--- src/rtl/alu_serial_ctrl.sv ---
// Bit-serial AND/OR/ADD/SUB sequencer driving one external alu_1bit slice,
// LSB first, one bit per clock, with the carry held in a register between bits.
module alu_serial_ctrl #(
   parameter int WIDTH = 8
) (
   input  logic             clk,
   input  logic             rst,
   input  logic             start,
   input  logic [1:0]       op,
   input  logic [WIDTH-1:0] a_in,
   input  logic [WIDTH-1:0] b_in,
   input  logic             cin_in,
   output logic             busy,
   output logic             done,
   output logic [WIDTH-1:0] result,
   output logic             cout_out,
   output logic             alu_a,
   output logic             alu_b,
   output logic             alu_cin,
   output logic [1:0]       alu_s_op,
   input  logic             alu_z,
   input  logic             alu_cout
);

   localparam int CW = $clog2(WIDTH);

   localparam logic [1:0] S_IDLE = 2'd0;
   localparam logic [1:0] S_RUN  = 2'd1;
   localparam logic [1:0] S_DONE = 2'd2;

   localparam logic [1:0] OP_ADD = 2'b10;
   localparam logic [1:0] OP_SUB = 2'b11;

   localparam logic [CW-1:0] CNT_LAST = CW'(WIDTH - 1);

   logic [1:0]       state_r;
   logic [WIDTH-1:0] a_sh;
   logic [WIDTH-1:0] b_sh;
   logic [WIDTH-1:0] res_sh;
   logic [1:0]       op_r;
   logic [CW-1:0]    cnt_r;
   logic             carry_r;
   logic             carry_nxt;

   // AND/OR never propagate a carry; op_r[1] marks the arithmetic ops.
   assign carry_nxt = op_r[1] & alu_cout;

   always_comb begin
      // NOTE: every output gets a default first so no path leaves it unassigned (no latch).
      alu_a    = 1'b0;
      alu_b    = 1'b0;
      alu_cin  = 1'b0;
      alu_s_op = 2'b00;
      if (state_r == S_RUN) begin
         alu_a    = a_sh[0];
         alu_b    = b_sh[0];
         alu_cin  = carry_r;
         alu_s_op = (op_r == OP_SUB) ? OP_ADD : op_r;
      end
   end

   // NOTE: all state uses non-blocking assignments so every register sees pre-edge values.
   always_ff @(posedge clk or posedge rst) begin
      if (rst) begin
         state_r  <= S_IDLE;
         a_sh     <= '0;
         b_sh     <= '0;
         res_sh   <= '0;
         op_r     <= 2'b00;
         cnt_r    <= '0;
         carry_r  <= 1'b0;
         busy     <= 1'b0;
         done     <= 1'b0;
         result   <= '0;
         cout_out <= 1'b0;
      end else begin
         case (state_r)
            S_IDLE: begin
               if (start) begin
                  // SUB is a + ~b + 1, so invert b here and seed the carry with 1.
                  a_sh    <= a_in;
                  b_sh    <= (op == OP_SUB) ? ~b_in : b_in;
                  op_r    <= op;
                  cnt_r   <= '0;
                  carry_r <= (op == OP_ADD) ? cin_in : (op == OP_SUB);
                  busy    <= 1'b1;
                  state_r <= S_RUN;
               end
            end
            S_RUN: begin
               res_sh  <= {alu_z, res_sh[WIDTH-1:1]};
               a_sh    <= a_sh >> 1;
               b_sh    <= b_sh >> 1;
               carry_r <= carry_nxt;
               cnt_r   <= cnt_r + CW'(1);
               if (cnt_r == CNT_LAST) begin
                  result   <= {alu_z, res_sh[WIDTH-1:1]};
                  cout_out <= carry_nxt;
                  cnt_r    <= '0;
                  busy     <= 1'b0;
                  done     <= 1'b1;
                  state_r  <= S_DONE;
               end
            end
            S_DONE: begin
               done    <= 1'b0;
               state_r <= S_IDLE;
            end
            default: state_r <= S_IDLE;
         endcase
      end
   end

endmodule

--- config.mk ---
export PLATFORM = sky130hd
export DESIGN_NAME = alu_serial_ctrl
export DESIGN_NICKNAME = d
export VERILOG_FILES = /design/src/rtl/alu_serial_ctrl.sv
export SDC_FILE = /design/constraint.sdc
export NUM_CORES = 1
export LEC_CHECK = 0
export ABC_AREA = 1
export CAP_MARGIN = 15
export CELL_PAD_IN_SITES_DETAIL_PLACEMENT = 0
export CELL_PAD_IN_SITES_GLOBAL_PLACEMENT = 2
export CORE_ASPECT_RATIO = 0.7
export CORE_MARGIN = 1.5
export CORE_UTILIZATION = 30
export CTS_BUF_LIST = sky130_fd_sc_hd__clkbuf_4
export DETAILED_ROUTE_END_ITERATION = 8
export PLACE_DENSITY = 0.83
export SLEW_MARGIN = 10
export SYNTH_ARGS = -nofsm -noshare
export SYNTH_HDL_FRONTEND = slang
export SYNTH_SLANG_ARGS = --single-unit
--- constraint.sdc ---
create_clock -name clk -period 2.05 [get_ports clk]
set_clock_uncertainty 0.05 [all_clocks]
set_input_delay 0.41 -clock clk [delete_from_list [all_inputs] [get_ports clk]]
set_output_delay 0.41 -clock clk [all_outputs]
set_load 0.01 [all_outputs]
# [After elaboration in Yosys (flattened, before gate mapping)]
# Index checks and enable logic that the tools add are counted.
[totals] regBits=43 output_inout_bits=16
[op_classes] add_sub_neg=1 n_eq_ne=8 n_mux=24 n_bitwise=2 reduce_logical=9
[ops] op="case mux 8 bit (2 select lines)" count=2
[ops] op="two-way mux 8 bit" count=3
[ops] op="AND reduction 2 bit" count=5
[ops] op="equality test 2 bit (second input constant)" count=4
[ops] op="two-way mux 1 bit" count=8
[ops] op="two-way mux 2 bit" count=4
[ops] op="NOT 8 bit" count=1
[ops] op="two-way mux 3 bit" count=2
[ops] op="case mux 1 bit (2 select lines)" count=3
[ops] op="case mux 3 bit (2 select lines)" count=1
[ops] op="case mux 2 bit (2 select lines)" count=1
[ops] op="nonzero test 2 bit" count=2
[ops] op="adder 3 x 1 -> 3 bit (second input constant)" count=1
[ops] op="equality test 3 bit (second input constant)" count=1
[ops] op="AND reduction 3 bit" count=1
[ops] op="equality test 2 x 1 -> 1 bit (second input constant)" count=1
[ops] op="logical NOT 2 bit" count=1
[ops] op="inequality test 2 x 1 -> 1 bit (second input constant)" count=1
[ops] op="inequality test 2 bit (second input constant)" count=1
[ops] op="bitwise AND 1 bit" count=1

# [Logic depth before layout (Yosys ltp)]
# Gate-level depths: netlist of run 1.
[logic_depth] word_depth=4 mapped_depth=6

# [Worst setup path before layout of run 1]
# No wires, ideal clock.
[synth_timing] path_kind="flip-flop to output port" startpoint="reg state_r[1]" endpoint="out alu_a" arrival_time_ns=0.833 path_slack_ns=0.757 path_stages_with_launch=4 n_path_buf=0 path_cell_list="dfrtp_1 -> nor2_4 -> inv_1 -> nor2_1"
[synth_via] elab_chain_cells=2
[synth_rtl] item="start, declared" line_no="36" rtl="logic [1:0] state_r;"
[synth_rtl] item="start signal, assigned" line_no="65" rtl="state_r <= S_IDLE;"
[synth_rtl] item="start signal, assigned" line_no="87" rtl="state_r <= S_RUN;"
[synth_rtl] item="start signal, assigned" line_no="102" rtl="state_r <= S_DONE;"
[synth_rtl] item="equality test 2 x 1 -> 1 bit" line_no="54" rtl="if (state_r == S_RUN) begin"
[synth_rtl] item="two-way mux 1 bit" line_no="54"
[synth_rtl] item="end, declared" line_no="17" rtl="output logic alu_a,"
# No other way between the ends.

# [Worst setup path after layout of run 1]
[layout_timing] startpoint="reg state_r[1]" endpoint="out alu_b"
[layout_via] elab_chain_cells=2
[layout_rtl] item="equality test 2 x 1 -> 1 bit" line_no="54"
[layout_rtl] item="two-way mux 1 bit" line_no="54"
[layout_rtl] item="end, declared" line_no="18" rtl="output logic alu_b,"
# No other way between the ends.

==> impl_metrics.tcl, run 1 <==
set metrics [dict create \
    r2r_cells 6 \
    drc 1 \
    crit_type "reg -> out" \
    htree_levels 2 \
    fmax_mhz 532.8 \
    async_flop_share_pct 100.0 \
    vias 1533 \
    gr-usage-all-layers_pct 13.22 \
    grt_most_used_layer "met2" \
    filler_cell_count 625 \
    failed_checks "DRC" \
    grtUsageMet1_pct 18.78 \
    rr_startpoint "cnt_r[0]" \
    rsz0062_at_grt "no" \
    syn_avg_cell_area_um2 8.178 \
    multi_input_area_um2 713.2 \
    clkTransAtPathRegs_ps 140 \
    coreArea_um2 6216 \
    yosysTopAreaCell "dfrtp_1" \
    clock_latency_ps 360 \
    cts_setup_buffers 0 \
    switching_share_pct 35.36 \
    met2_usage_pct 19.37 \
    numClockSinks 42 \
    power.density_nw_per_um2 1276 \
    r2r-end "result[0]" \
    wl_per_cell_um 11.63 \
    yosysSeqAreaShare_pct 54.69 \
    grt_max_degree 43 \
    antenna_left 0 \
    fin_nets 303 \
    ir_drop_v 0.0003978 \
    clk_path_buf_depth 2 \
    start_util_pct 30.92 \
    cp.arrival_ps 1420 \
    slew-limit-headroom_pct 77.11 \
    hpwl_um 2789 \
    rows 24 \
    pwr-share-clk_pct 20.4 \
    yosysMostFrequentCell "nand2_1" \
    final_max_slew_viol_count 0 \
    max_stage_delay_ps 430 \
    cts_tree "done" \
    synthesis.nets 261 \
    place_congestion 0.7266 \
    die_h_um 69.97 \
    synth_edf_count 0 \
    drv_cap 0 \
    gr-usage-met3_pct 2.903 \
    synth.top_cells.by_count "103 x nand2_1, 42 x dfrtp_1, 24 x inv_1, 24 x nand3_1, 11 x o21ai_0" \
    die_area_um2 6903 \
    crit_chain "nor2_4 > inv_1 > nor2_1 > dlygate4sd2_1" \
    critPathSlowestCell "dfrtp_1" \
    yosys.cell_types.count 16 \
    ys.flop_type "dfrtp_1" \
    wl_um 4142 \
    fin_crit_sh_pct 91.56 \
    worstPathMaxFanout 7 \
    yosys_warnings 0 \
    p_sw_w 0.001126 \
    io_buffer_count 39 \
    tightestPinTransition_ps 342.9 \
    timing.final.crit_period_ps 1877 \
    status "finished, violations left" \
    utilization_pct 40.14 \
    internal_power_w 0.002058 \
    hold_class "in -> async" \
    cp-start-kind "register" \
    num_antenna_cells 0 \
    r2r_slack_ps 540 \
    crit_path_end_kind "output port" \
    die_w_um 98.67 \
    grt_overflow 0 \
    hold_viol_final 0 \
    setup_viol 0 \
    ff_latch_area_um2 1051 \
    required_ps 1590 \
    grt_pass1_wl_um 7300 \
    fin_setup_tns_ps 0 \
    ioPinCount 40 \
    drtPass1Iterations 9 \
    syn_area_um2 1922 \
    clockRootBuffer "clkbuf_4" \
    yosysTopAreaCellShare_pct 54.69 \
    synth_cells 235 \
    drtIter0Drc 70 \
    area_growth_pct 29.82 \
    power.leakage_nw 1.278 \
    cts_buffers 5 \
    pwr-share-comb_pct 37.3 \
    antenna_found_initial 0 \
    vias_per_cell 4.306 \
    drive_gt1_share_pct 8.633 \
    synth.area.top_cells "dfrtp_1 55%, nand2_1 20%, nand3_1 6.3%, inv_1 4.7%, o21ai_0 2.9%" \
    seqPwrFrac_pct 42.3 \
    grt_pass1_vias 1565 \
    synth_seq_cells 42 \
]
layout make-up:
class	count	share of cell area (%)
flip-flops and latches	42	42.13
inverters	26	3.912
multi-input cells	158	28.59
clock inverters	3	2.558
repair buffers	44	17.40
well taps	78	3.912
clock buffers	5	1.505
flip-flops by register name (all words and copies together), names as in the netlist:
register / flops
cout_out: 1
busy: 1
op_r: 2
state_r: 2
done: 1
result: 8
carry_r: 1
res_sh: 7
cnt_r: 3
a_sh: 8
b_sh: 8
worst max path at each step:
| stage | start | slack (ps) | cells after the start | end |
|---|---|---|---|---|
| 6_report | state_r[1] | 170 | 4 | alu_b |
| 4_1_cts | state_r[1] | 110 | 4 | alu_b |
| 3_3_place_gp | state_r[1] | 260 | 4 | alu_b |
| 5_1_grt | state_r[0] | 30 | 5 | alu_b |
| 3_5_place_dp | state_r[1] | 260 | 4 | alu_b |
| 2_1_floorplan | rst | 620 | 1 | a_sh[0] |
power by group through the flow:
stage / combinational, W / clock [W] / sequential (W)
floorplan: 0.000750 / 0 / 0.00137
global placement: 0.00123 / 0 / 0.00136
detailed placement: 0.00124 / 0 / 0.00136
CTS: 0.00122 / 0.000671 / 0.00135
global route: 0.00136 / 0.000716 / 0.00140
finish: 0.00119 / 0.000648 / 0.00135
timing repair:
item / CTS / global route
hold endpoints to repair: 0 / 0
hold buffers: 0 / 0
resized for setup: 5 / 0
endpoints found under the setup margin: 5 / 0
cell families (layout without fill, tap and decap cells):
| kind of cell | after synthesis | in the layout | share of synthesized area (%) |
|---|---|---|---|
| AND/OR/NAND/NOR | 138 | 138 | 29.95 |
| AO/OA/AOI/OAI | 18 | 18 | 5.859 |
| buffers and inverters | 35 | 78 | 8.204 |
| flip-flops | 42 | 42 | 54.69 |
| adder cells (fa/ha/maj) | 2 | 2 | 1.302 |
layer usage:
layer | wire length, um | vias up
met1 | 2206 | 694
met3 | 124 | 2
met4 | 29 | 0
met5 | 0 | -
li1 | - | 811
met2 | 1781 | 26
through the flow:
stage	hold slack, ps	setup slack (ps)	instances	total power [W]	area [um^2]
global placement	407.5	257.6	348	0.002586	2400
floorplan	392.2	615.6	235	0.002117	1922
global route	333.3	32.18	356	0.003473	2495
detailed placement	413.0	255.7	348	0.002607	2400
CTS	326.6	112.4	356	0.003239	2495
finish	336.8	173.0	356	0.003184	2495
critical path: cells and delay by family, from the launching register on:
family / cells / cell delay, ps
buf+inv: 2 / 400
flops: 1 / 430
simple gates: 2 / 240
placed cells by master, fill, tap and decap left out:
| master | count |
|---|---|
| bufinv_16 | 2 |
| clkinv_1 | 1 |
| dfrtp_1 | 42 |
| inv_1 | 24 |
| ha_1 | 2 |
| nand3_2 | 2 |
| nand2_4 | 1 |
| buf_12 | 1 |
| inv_2 | 2 |
| o21ai_2 | 6 |
| nor2_4 | 1 |
| dlygate4sd2_1 | 5 |
| clkbuf_4 | 5 |
| nand3_1 | 24 |
| nand2_1 | 103 |
| buf_4 | 4 |
| o21ai_0 | 10 |
| nor2_1 | 7 |
| o21ai_1 | 2 |
| clkdlybuf4s50_1 | 34 |
No activity file was read; power rests on OpenSTA's default activity.
==> inputs of run 2 (changes only) <==
--- a/config.mk
+++ b/config.mk
@@ -9,12 +9,12 @@
 export CAP_MARGIN = 15
 export CELL_PAD_IN_SITES_DETAIL_PLACEMENT = 0
 export CELL_PAD_IN_SITES_GLOBAL_PLACEMENT = 2
-export CORE_ASPECT_RATIO = 0.7
 export CORE_MARGIN = 1.5
 export CORE_UTILIZATION = 30
 export CTS_BUF_LIST = sky130_fd_sc_hd__clkbuf_4
 export DETAILED_ROUTE_END_ITERATION = 8
 export PLACE_DENSITY = 0.83
+export SKIP_CTS_REPAIR_TIMING = 1
 export SLEW_MARGIN = 10
 export SYNTH_ARGS = -nofsm -noshare
 export SYNTH_HDL_FRONTEND = slang
==> impl_metrics.tcl, run 2 (synthesis gave the netlist of run 1 again) <==
set metrics [dict create \
    status "finished clean" \
    tightestPinTransition_ps 537.0 \
    die_area_um2 6896 \
    fin_area_um2 2450 \
    fin_nets 303 \
    final_max_slew_viol_count 0 \
    die_w_um 83.04 \
    rr_startpoint "state_r[1]" \
    r2r-end "result[0]" \
    slew-limit-headroom_pct 64.20 \
    dpl_cell_area_um2 2384 \
    cp.arrival_ps 1280 \
    clk_path_buf_depth 2 \
    grt_pass1_wl_um 7120 \
    power.density_nw_per_um2 1206 \
    fmax_mhz 574.1 \
    drv_cap 0 \
    drtIter0Drc 52 \
    gr-usage-all-layers_pct 12.71 \
    reg_top3 "a_sh x8, b_sh x8, result x8" \
    cts_tree "done" \
    hold_viol_final 0 \
    r2r_slack_ps 560 \
    required_ps 1590 \
    top_layer "met4" \
    die_h_um 83.04 \
    htree_levels 2 \
    vias_per_cell 4.416 \
    final_cells 353 \
    ioPinCount 40 \
    place_congestion 0.7036 \
    worstPathMaxFanout 2 \
    hpwl_um 2699 \
    r2r_cells 6 \
    clockRootBuffer "clkbuf_4" \
    route.met2.wl_um 1880 \
    wl_met3_um 161 \
    final_common_cell "nand2_1" \
    num_antenna_cells 0 \
    dpl.cell_count 345 \
    wl_per_cell_um 11.71 \
    vias 1559 \
    cp_top_family "buffers and inverters" \
    numClockSinks 42 \
    crit_type "reg -> out" \
    crit_path_end "busy" \
    met1Wirelength_um 2036 \
    drc 0 \
    io_buffer_count 39 \
    final_cell_mix "103 x nand2_1, 42 x dfrtp_1, 34 x clkdlybuf4s50_1, 24 x nand3_1, 23 x inv_1" \
    fin_crit_sh_pct 84.97 \
    clkTransAtPathRegs_ps 130 \
    wl_um 4133 \
    max_stage_delay_ps 540 \
    setup_viol 0 \
    grt_pass1_vias 1505 \
    power.leakage_nw 1.306 \
    antenna_found_initial 0 \
    drive_gt1_share_pct 8.993 \
    timing.final.crit_period_ps 1742 \
    rsz0062_at_grt "no" \
    grt_max_degree 43 \
    critPathSlowestCell "clkdlybuf4s50_1" \
    hold_class "in -> async" \
    crit_path_start "busy" \
    grt_overflow 0 \
    antenna_left 0 \
    crit_cells 1 \
    cp-start-kind "register" \
    cts_buffers 5 \
    start_util_pct 31.71 \
    rows 28 \
    critical_path_buf_inv_count 1 \
    ir_drop_v 0.0004158 \
    crit_path_end_kind "output port" \
    crit_chain "clkdlybuf4s50_1" \
    clock_latency_ps 350 \
    area_growth_pct 27.47 \
    drtPass1Iterations 5 \
    holdWs_ps 419.0 \
    coreArea_um2 6061 \
]
## run 2: cell count changes in the layout (fill, tap and decap cells not counted), sizes merged
cell	change
clkinvlp	+1
dlymetal6s2s	+5
dlygate4sd2	-5
bufinv	-2
clkinv	+1
## run 2: how the worst min path moves through the flow
stage               from        end  slack [ps]
2_1_floorplan  res_sh[1]  result[0]         390
3_3_place_gp    cnt_r[1]   cnt_r[1]         410
3_5_place_dp   result[3]  result[3]         420
4_1_cts              rst  res_sh[7]         430
5_1_grt        res_sh[5]  res_sh[4]         470
6_report             rst  result[3]         420
## run 2: per-layer routing
layer	track usage, %	up-vias
met5	0	-
met4	5.000	0
met2	19.22	36
met1	17.48	714
met3	3.181	4
li1	-	805
## run 2: report_power, final
part / internal (W) / switching [W]
combinational: 0.000534 / 0.000668
sequential: 0.00116 / 0.000181
clock: 0.000128 / 0.000278
total: 0.00183 / 0.00113
## run 2: layout make-up
type,count,area [um^2]
clock buffer,5,37.54
clock inverter,3,16.27
fill,649,3611
inverter,26,97.59
multi-input combinational,158,713.2
sequential,42,1051
tap,75,93.84
timing repair buffer,44,440.4
## run 2: through the flow
stage / setup WS [ps] / TNS [ps] / utilization, % / total power (W)
floorplan: 615.6 / 0 / - / 0.002117
global placement: 260.6 / 0 / 39.33 / 0.002577
detailed placement: 252.8 / 0 / 39.33 / 0.002602
CTS: -161.4 / -525.0 / 40.21 / 0.003015
global route: 211.8 / 0 / 40.42 / 0.003226
finish: 308.2 / 0 / 40.42 / 0.002953
